[config.mk]
export PLATFORM = sky130hd
export DESIGN_NAME = ifu_fetch_stage
export DESIGN_NICKNAME = d
export VERILOG_FILES = /design/src/rtl/ifu_fetch_stage.sv
export SDC_FILE = /design/constraint.sdc
export NUM_CORES = 1
export LEC_CHECK = 0
export ABC_AREA = 1
export BUFFER_PORTS_ARGS = -buffer_cell sky130_fd_sc_hd__buf_2
export CAP_MARGIN = 20
export CORE_UTILIZATION = 57
export DETAILED_ROUTE_END_ITERATION = 8
export PLACE_DENSITY_LB_ADDON = 0.2
export SYNTH_ARGS = -nofsm -noshare
export SYNTH_HDL_FRONTEND = slang
export SYNTH_SLANG_ARGS = --single-unit
[constraint.sdc]
create_clock -name clk -period 4.1 [get_ports clk]
set_input_delay 0.41 -clock clk [delete_from_list [all_inputs] [get_ports clk]]
set_output_delay 0.41 -clock clk [all_outputs]
set_load 0.03 [all_outputs]
[src/rtl/ifu_fetch_stage.sv]
// Instruction-fetch stage: owns the program counter, issues one instruction-memory
// request at a time over a req/ack handshake, and loads the IF/ID pipeline register.
//
// Ports:
//   clk, rst        clock and synchronous active-high reset
//   PC_next         next PC chosen by the upstream next-PC mux
//   redirect        one-cycle pulse, PC_next is a non-sequential target
//   stall           hazard unit freezes PC and IF/ID
//   imem_req/addr   fetch request and address (address stable until ack)
//   imem_ack/rdata  memory response, may coincide with the request
//   IFU_PC          current PC; IFU_PC_add_4 is IFU_PC + 4 (wraps)
//   IFID_*          IF/ID register: valid flag, instruction PC, instruction word

`ifndef IFU_DATAWIDTH
`define IFU_DATAWIDTH 32
`endif

module ifu_fetch_stage #(
  parameter int unsigned           DATAWIDTH = `IFU_DATAWIDTH,
  parameter logic [DATAWIDTH-1:0] RESET_PC  = 32'h8000_0000,
  parameter logic [31:0]          NOP_INSTR = 32'h0000_0013
) (
  input  logic                 clk,
  input  logic                 rst,
  input  logic [DATAWIDTH-1:0] PC_next,
  input  logic                 redirect,
  input  logic                 stall,
  output logic                 imem_req,
  output logic [DATAWIDTH-1:0] imem_addr,
  input  logic                 imem_ack,
  input  logic [31:0]          imem_rdata,
  output logic [DATAWIDTH-1:0] IFU_PC,
  output logic [DATAWIDTH-1:0] IFU_PC_add_4,
  output logic                 IFID_valid,
  output logic [DATAWIDTH-1:0] IFID_PC,
  output logic [31:0]          IFID_instr
);

  typedef enum logic [1:0] {StFetch, StHold, StDrain} state_e;

  state_e                 state_q, state_d;
  logic [DATAWIDTH-1:0]   pc_q, pc_d;
  logic [DATAWIDTH-1:0]   req_addr_q, req_addr_d;
  logic [DATAWIDTH-1:0]   hold_pc_q, hold_pc_d;
  logic [31:0]            hold_instr_q, hold_instr_d;
  logic                   ifid_valid_q, ifid_valid_d;
  logic [DATAWIDTH-1:0]   ifid_pc_q, ifid_pc_d;
  logic [31:0]            ifid_instr_q, ifid_instr_d;

  always_comb begin
    state_d      = state_q;
    pc_d         = pc_q;
    hold_pc_d    = hold_pc_q;
    hold_instr_d = hold_instr_q;
    ifid_valid_d = ifid_valid_q;
    ifid_pc_d    = ifid_pc_q;
    ifid_instr_d = ifid_instr_q;

    case (state_q)
      StFetch: begin
        if (redirect) begin
          pc_d         = PC_next;
          ifid_valid_d = 1'b0;
          ifid_instr_d = NOP_INSTR;
          // Without an ack the request is still in flight and must be drained.
          if (!imem_ack) state_d = StDrain;
        end else if (imem_ack && stall) begin
          hold_instr_d = imem_rdata;
          hold_pc_d    = pc_q;
          state_d      = StHold;
        end else if (imem_ack) begin
          ifid_valid_d = 1'b1;
          ifid_pc_d    = pc_q;
          ifid_instr_d = imem_rdata;
          pc_d         = PC_next;
        end else if (!stall) begin
          ifid_valid_d = 1'b0;
          ifid_instr_d = NOP_INSTR;
        end
      end
      StHold: begin
        if (redirect) begin
          pc_d         = PC_next;
          ifid_valid_d = 1'b0;
          ifid_instr_d = NOP_INSTR;
          state_d      = StFetch;
        end else if (!stall) begin
          ifid_valid_d = 1'b1;
          ifid_pc_d    = hold_pc_q;
          ifid_instr_d = hold_instr_q;
          pc_d         = PC_next;
          state_d      = StFetch;
        end
      end
      StDrain: begin
        ifid_valid_d = 1'b0;
        ifid_instr_d = NOP_INSTR;
        if (redirect) pc_d = PC_next;
        // The abandoned request completes here; a coincident redirect has
        // already updated the PC, so fetching can resume straight away.
        if (imem_ack) state_d = StFetch;
      end
      default: state_d = StFetch;
    endcase

    // Keeping req_addr equal to the next PC makes imem_addr track IFU_PC in
    // FETCH without a combinational path from the PC mux.
    req_addr_d = (state_d == StDrain) ? req_addr_q : pc_d;
  end

  always_ff @(posedge clk) begin
    if (rst) begin
      state_q      <= StFetch;
      pc_q         <= RESET_PC;
      req_addr_q   <= RESET_PC;
      hold_pc_q    <= '0;
      hold_instr_q <= '0;
      ifid_valid_q <= 1'b0;
      ifid_pc_q    <= '0;
      ifid_instr_q <= NOP_INSTR;
    end else begin
      state_q      <= state_d;
      pc_q         <= pc_d;
      req_addr_q   <= req_addr_d;
      hold_pc_q    <= hold_pc_d;
      hold_instr_q <= hold_instr_d;
      ifid_valid_q <= ifid_valid_d;
      ifid_pc_q    <= ifid_pc_d;
      ifid_instr_q <= ifid_instr_d;
    end
  end

  assign imem_req     = (state_q == StFetch || state_q == StDrain) && !rst;
  assign imem_addr    = req_addr_q;
  assign IFU_PC       = pc_q;
  assign IFU_PC_add_4 = pc_q + DATAWIDTH'(4);
  assign IFID_valid   = ifid_valid_q;
  assign IFID_PC      = ifid_pc_q;
  assign IFID_instr   = ifid_instr_q;

endmodule

# After elaboration in Yosys (flattened, before gate mapping)
# Cells that the tools add are included.
totals:
  reg_bits: 195
  in_bits: 69
  output_inout_bits: 162
  wordCells: 65
classes:
  n_addsub: 1
  eq_ne: 11
  muxes: 34
  n_bitwise: 1
  reduce_logical: 10
op_table:
  columns: ["cell", "n"]
  rows:
  - ["2-to-1 mux 32 bit", 17]
  - ["one-hot mux 32 bit (3 select lines)", 2]
  - ["one-hot mux 32 bit (2 select lines)", 1]
  - ["adder 32 x 3 -> 32 bit (second input constant)", 1]
  - ["2-to-1 mux 2 bit", 6]
  - ["inequality test 2 bit (second input constant)", 5]
  - ["2-to-1 mux 1 bit", 6]
  - ["inequality test 3 bit (second input constant)", 2]
  - ["one-hot mux 2 bit (3 select lines)", 1]
  - ["AND reduction 6 bit", 1]
  - ["== test 2 bit (second input constant)", 2]
  - ["inequality test 4 bit (second input constant)", 1]
  - ["AND reduction 4 bit", 1]
  - ["one-hot mux 1 bit (3 select lines)", 1]
  - ["AND reduction 3 bit", 1]
  - ["nonzero test 3 bit", 1]
  - ["== test 2 x 1 -> 1 bit (second input constant)", 1]
  - ["logical AND 1 bit", 2]
  - ["zero test 2 bit", 1]
  - ["nonzero test 2 bit", 1]
  - ["zero test 1 bit", 1]
  - ["logical OR 1 bit", 1]
  - ["inverter 1 bit", 1]

# Depth between registers and ports, before layout
logic_depth:
  word_depth: 5
  ltp_mapped: 15
  depth_no_buf: 12

# Least setup slack after synthesis
# Ideal clock, no wire load.
synth_timing:
  path_kind: "register to output"
  from: "reg pc_q[6], in the netlist IFU_PC[6]"
  to: "out IFU_PC_add_4[19]"
  arrival_ns: 1.962
  required_time_ns: 3.690
  slack_ns: 1.728
  stages_incl_launch_ff: 9
  path_buffers: 1
  path_cell_list: "dfxtp_1 -> clkbuf_2 -> nand2_1 -> nor2_2 -> nand2_1 -> nor2_2 -> nand2_1 -> nor2_1 -> xor2_1"
synth_via:
  elab_chain_len: 1
synth_rtl:
  columns: ["element", "line_no", "source"]
  rows:
  - ["from (decl)", "42", "logic [DATAWIDTH-1:0] pc_q, pc_d;"]
  - ["from (signal assigned)", "123", "pc_q <= pc_d;"]
  - ["adder 32 x 3 -> 32 bit", "136", "assign IFU_PC_add_4 = pc_q + DATAWIDTH'(4);"]
  - ["to (decl)", "33", "output logic [DATAWIDTH-1:0] IFU_PC_add_4,"]
# Every way passes these cells.

# Worst setup path in the final report
layout_timing:
  from: "reg pc_q[3], in the netlist IFU_PC[3]"
  to: "out IFU_PC_add_4[20]"
# Same word-level chain as after synthesis.

==> impl_metrics.json <==
{
  "fmax_ghz": 0.3232,
  "cts_made_buffers": 17,
  "routed_wl_um": 25360,
  "final_util": 0.6949,
  "hp-class": "primary input to flop",
  "yosysUniqueCellTypes": 32,
  "yosysMostFrequentCell": "nand2_1",
  "diodes": 0,
  "postRouteAntennaNets": 0,
  "grt_pass1_vias": 8145,
  "cp.arrival_ps": 2680,
  "synth_edf_count": 0,
  "hp-start": "imem_rdata[15]",
  "min_path_cells": 3,
  "tightest_slew_ps": 1077,
  "drtIter0Drc": 767,
  "critical_path_class": "flop to output pin",
  "finClkSkew_ps": 7.770,
  "clkLatencyLatePin_ps": 440,
  "syn2layout_area_growth_pct": 19.17,
  "place.gp.congestion": 0.8702,
  "viasPerCell": 5.458,
  "row_count": 45,
  "r2r_start": "state_q[1]$_SDFF_PP0_",
  "num_io_pins": 231,
  "die-area_um2": 16060,
  "synth_top_area_share": 0.4404,
  "portBuffers": 230,
  "grt_pass1_wl_um": 40740,
  "ys_warn_count": 0,
  "hold_viol": 0,
  "ys_seq_area_frac": 0.4404,
  "drc": 0,
  "rsz0062_at_grt": "no",
  "status": "finished, final reports clean",
  "ys_top_cells_by_count": "nand2_1 (229), dfxtp_1 (195), a21oi_1 (190)",
  "cts_setup_buffers": 0,
  "path_cells": "ha_1, nand2_1, nor2_2, and2_1, nand3_1, nor2_1, nand3_1, nand2_1, buf_2",
  "critPathTopFamily": "simple AND/OR/NAND/NOR gates",
  "grt_overflow": 0,
  "cap_violations": 0,
  "syn-cell-area_um2": 8865,
  "grt_max_degree": 129,
  "vias": 8874,
  "cts_tree": "built",
  "cts_sinks": 195,
  "grt_antenna_before_repair": 0,
  "path_max_fanout": 7,
  "synth.ff_latch_count": 195,
  "slew_viol_final": 0,
  "fin_crit_ps": 3094,
  "cts_root_buf": "clkbuf_16",
  "cts-resized-gates": 0,
  "synth_top_flop_cell": "dfxtp_1",
  "synthTopCellsByArea": "dfxtp_1 (44%), a21oi_1 (11%), nand2_1 (9.7%)",
  "avgSynthCellArea_um2": 7.064,
  "slew_headroom": 0.2811,
  "drive_above_1_share": 0.2010,
  "finalNetCount": 1500,
  "path_clk_slew_ps": 70,
  "hpwl_um": 16740,
  "dr.pass1.iters": 6,
  "avgRoutedWirePerCell_um": 15.60,
  "synth_async_sr_flop_share": 0,
  "power_leakage_nw": 4.771,
  "vdd_ir_drop_max_mv": 0.3267,
  "r2r_setup_slack_ps": 1250,
  "hold_path_end": "IFID_instr[15]$_SDFFE_PP0P_",
  "clockBufferDepth": 2,
  "grt_usage": 0.3189,
  "worst_setup_path_end_kind": "output pin",
  "syn_nets": 1330,
  "die_h_um": 126.7,
  "syn_inst": 1255,
  "p_per_area_nw_per_um2": 453.2,
  "critPathMaxStageDelay_ps": 500,
  "r2r_end": "imem_addr[12]$_SDFFE_PP0P_",
  "fin_tns_setup_ps": 0,
  "crit_slowest_cell": "dfxtp_1",
  "path_buf_inv": 1,
  "yosysTopAreaCell": "dfxtp_1",
  "hold_buffers": 0,
  "cts_max_level": 4,
  "die_w_um": 126.7,
  "finalSetupViolCount": 0,
  "required_ps": 3690,
  "worst_r2r_path_depth": 10,
  "core_area_um2": 15200,
  "worst_setup_path_start_kind": "flop",
  "start_util": 0.5831,
  "period_share": 0.7547
}
-- state kept, by name, summed over array words and instances, names as in the netlist --
register	count
IFID_valid	1
hold_instr_q	32
IFU_PC	32
IFID_PC	32
imem_addr	32
hold_pc_q	32
IFID_instr	32
state_q	2
-- per-layer routing --
| layer | part of all wire | global-route usage |
|---|---|---|
| met5 | 0 | 0 |
| met4 | 0.023 | 0.1134 |
| met3 | 0.088 | 0.07254 |
| met2 | 0.46 | 0.5216 |
| met1 | 0.43 | 0.4145 |
-- cell type report --
type	instances	area, um2
clock buffer	19	442.9
inverter	148	559.3
multi-input combinational	822	4028
sequential	195	3904
timing repair buffer	241	1261
tap	188	235.2
fill	1349	4638
clock inverter	13	133.9
-- metrics by stage --
stage	power, W	worst slack (ps)	instance area (um2)	instances	hold slack, ps
5_1_grt	0.004996	800.9	10560	1626	230.8
6_report	0.004788	1006	10560	1626	231.3
2_1_floorplan	0.002869	1728	8865	1255	423.7
3_3_place_gp	0.003146	1382	9945	1592	429.7
4_1_cts	0.004793	1016	10540	1625	215.4
3_5_place_dp	0.003165	1286	9960	1593	433.8
-- worst reg2reg max path, cell delays in order (launching register included) --
cell     delay (ps)
dfxtp_1         360
inv_1           120
ha_1            190
buf_4           360
nand2_1         100
nand3_1          90
nand3_2         510
nand2_2         470
inv_2           290
nor2_1          190
nor2_1           70
-- kinds of logic after synthesis --
kind of cell,Yosys count,share of synthesized area
AOI/OAI and AO/OA,356,0.2040
adders and majority gates,6,0.008468
DFF,195,0.4404
xor gates and xnor gates,19,0.01877
and+or+nand+nor,441,0.2205
buffers and inverters,238,0.1080
-- placed cells by master, fill, tap and decap left out, drive strengths merged --
cell and instances:
o221ai 3, bufinv 2, a31oi 1, o2111ai 1, a21oi 191, dfxtp 195, clkbuf 19, nor4 1
nand4 36, clkinvlp 3, and2 1, ha 6, and3 1, inv 146, xor2 19, nand3 31
clkinv 10, nand2 231, buf 241, nand3b 32, nor3 11, nor3b 1, o21ai 160, nor2 96
-- worst max path at each step --
stage,start,slack (ps),depth (start not counted),endpoint
3_5_place_dp,state_q[1]$_SDFF_PP0_,1290,9,IFID_instr[23]$_SDFFE_PP0P_
4_1_cts,IFU_PC[3]$_SDFF_PP0_,1020,9,IFU_PC_add_4[20]
5_1_grt,IFU_PC[3]$_SDFF_PP0_,800,9,IFU_PC_add_4[24]
3_3_place_gp,state_q[1]$_SDFF_PP0_,1380,9,IFID_instr[3]$_SDFFE_PP0P_
2_1_floorplan,IFU_PC[6]$_SDFF_PP0_,1730,8,IFU_PC_add_4[19]
6_report,IFU_PC[3]$_SDFF_PP0_,1010,9,IFU_PC_add_4[20]
-- power breakdown --
part	internal, W	switching [W]	leakage (nW)
clock	0.000913	0.000735	0.279
sequential	0.00204	0.000121	1.60
combinational	0.000288	0.000691	2.89
(Power assumes the default switching activity.)
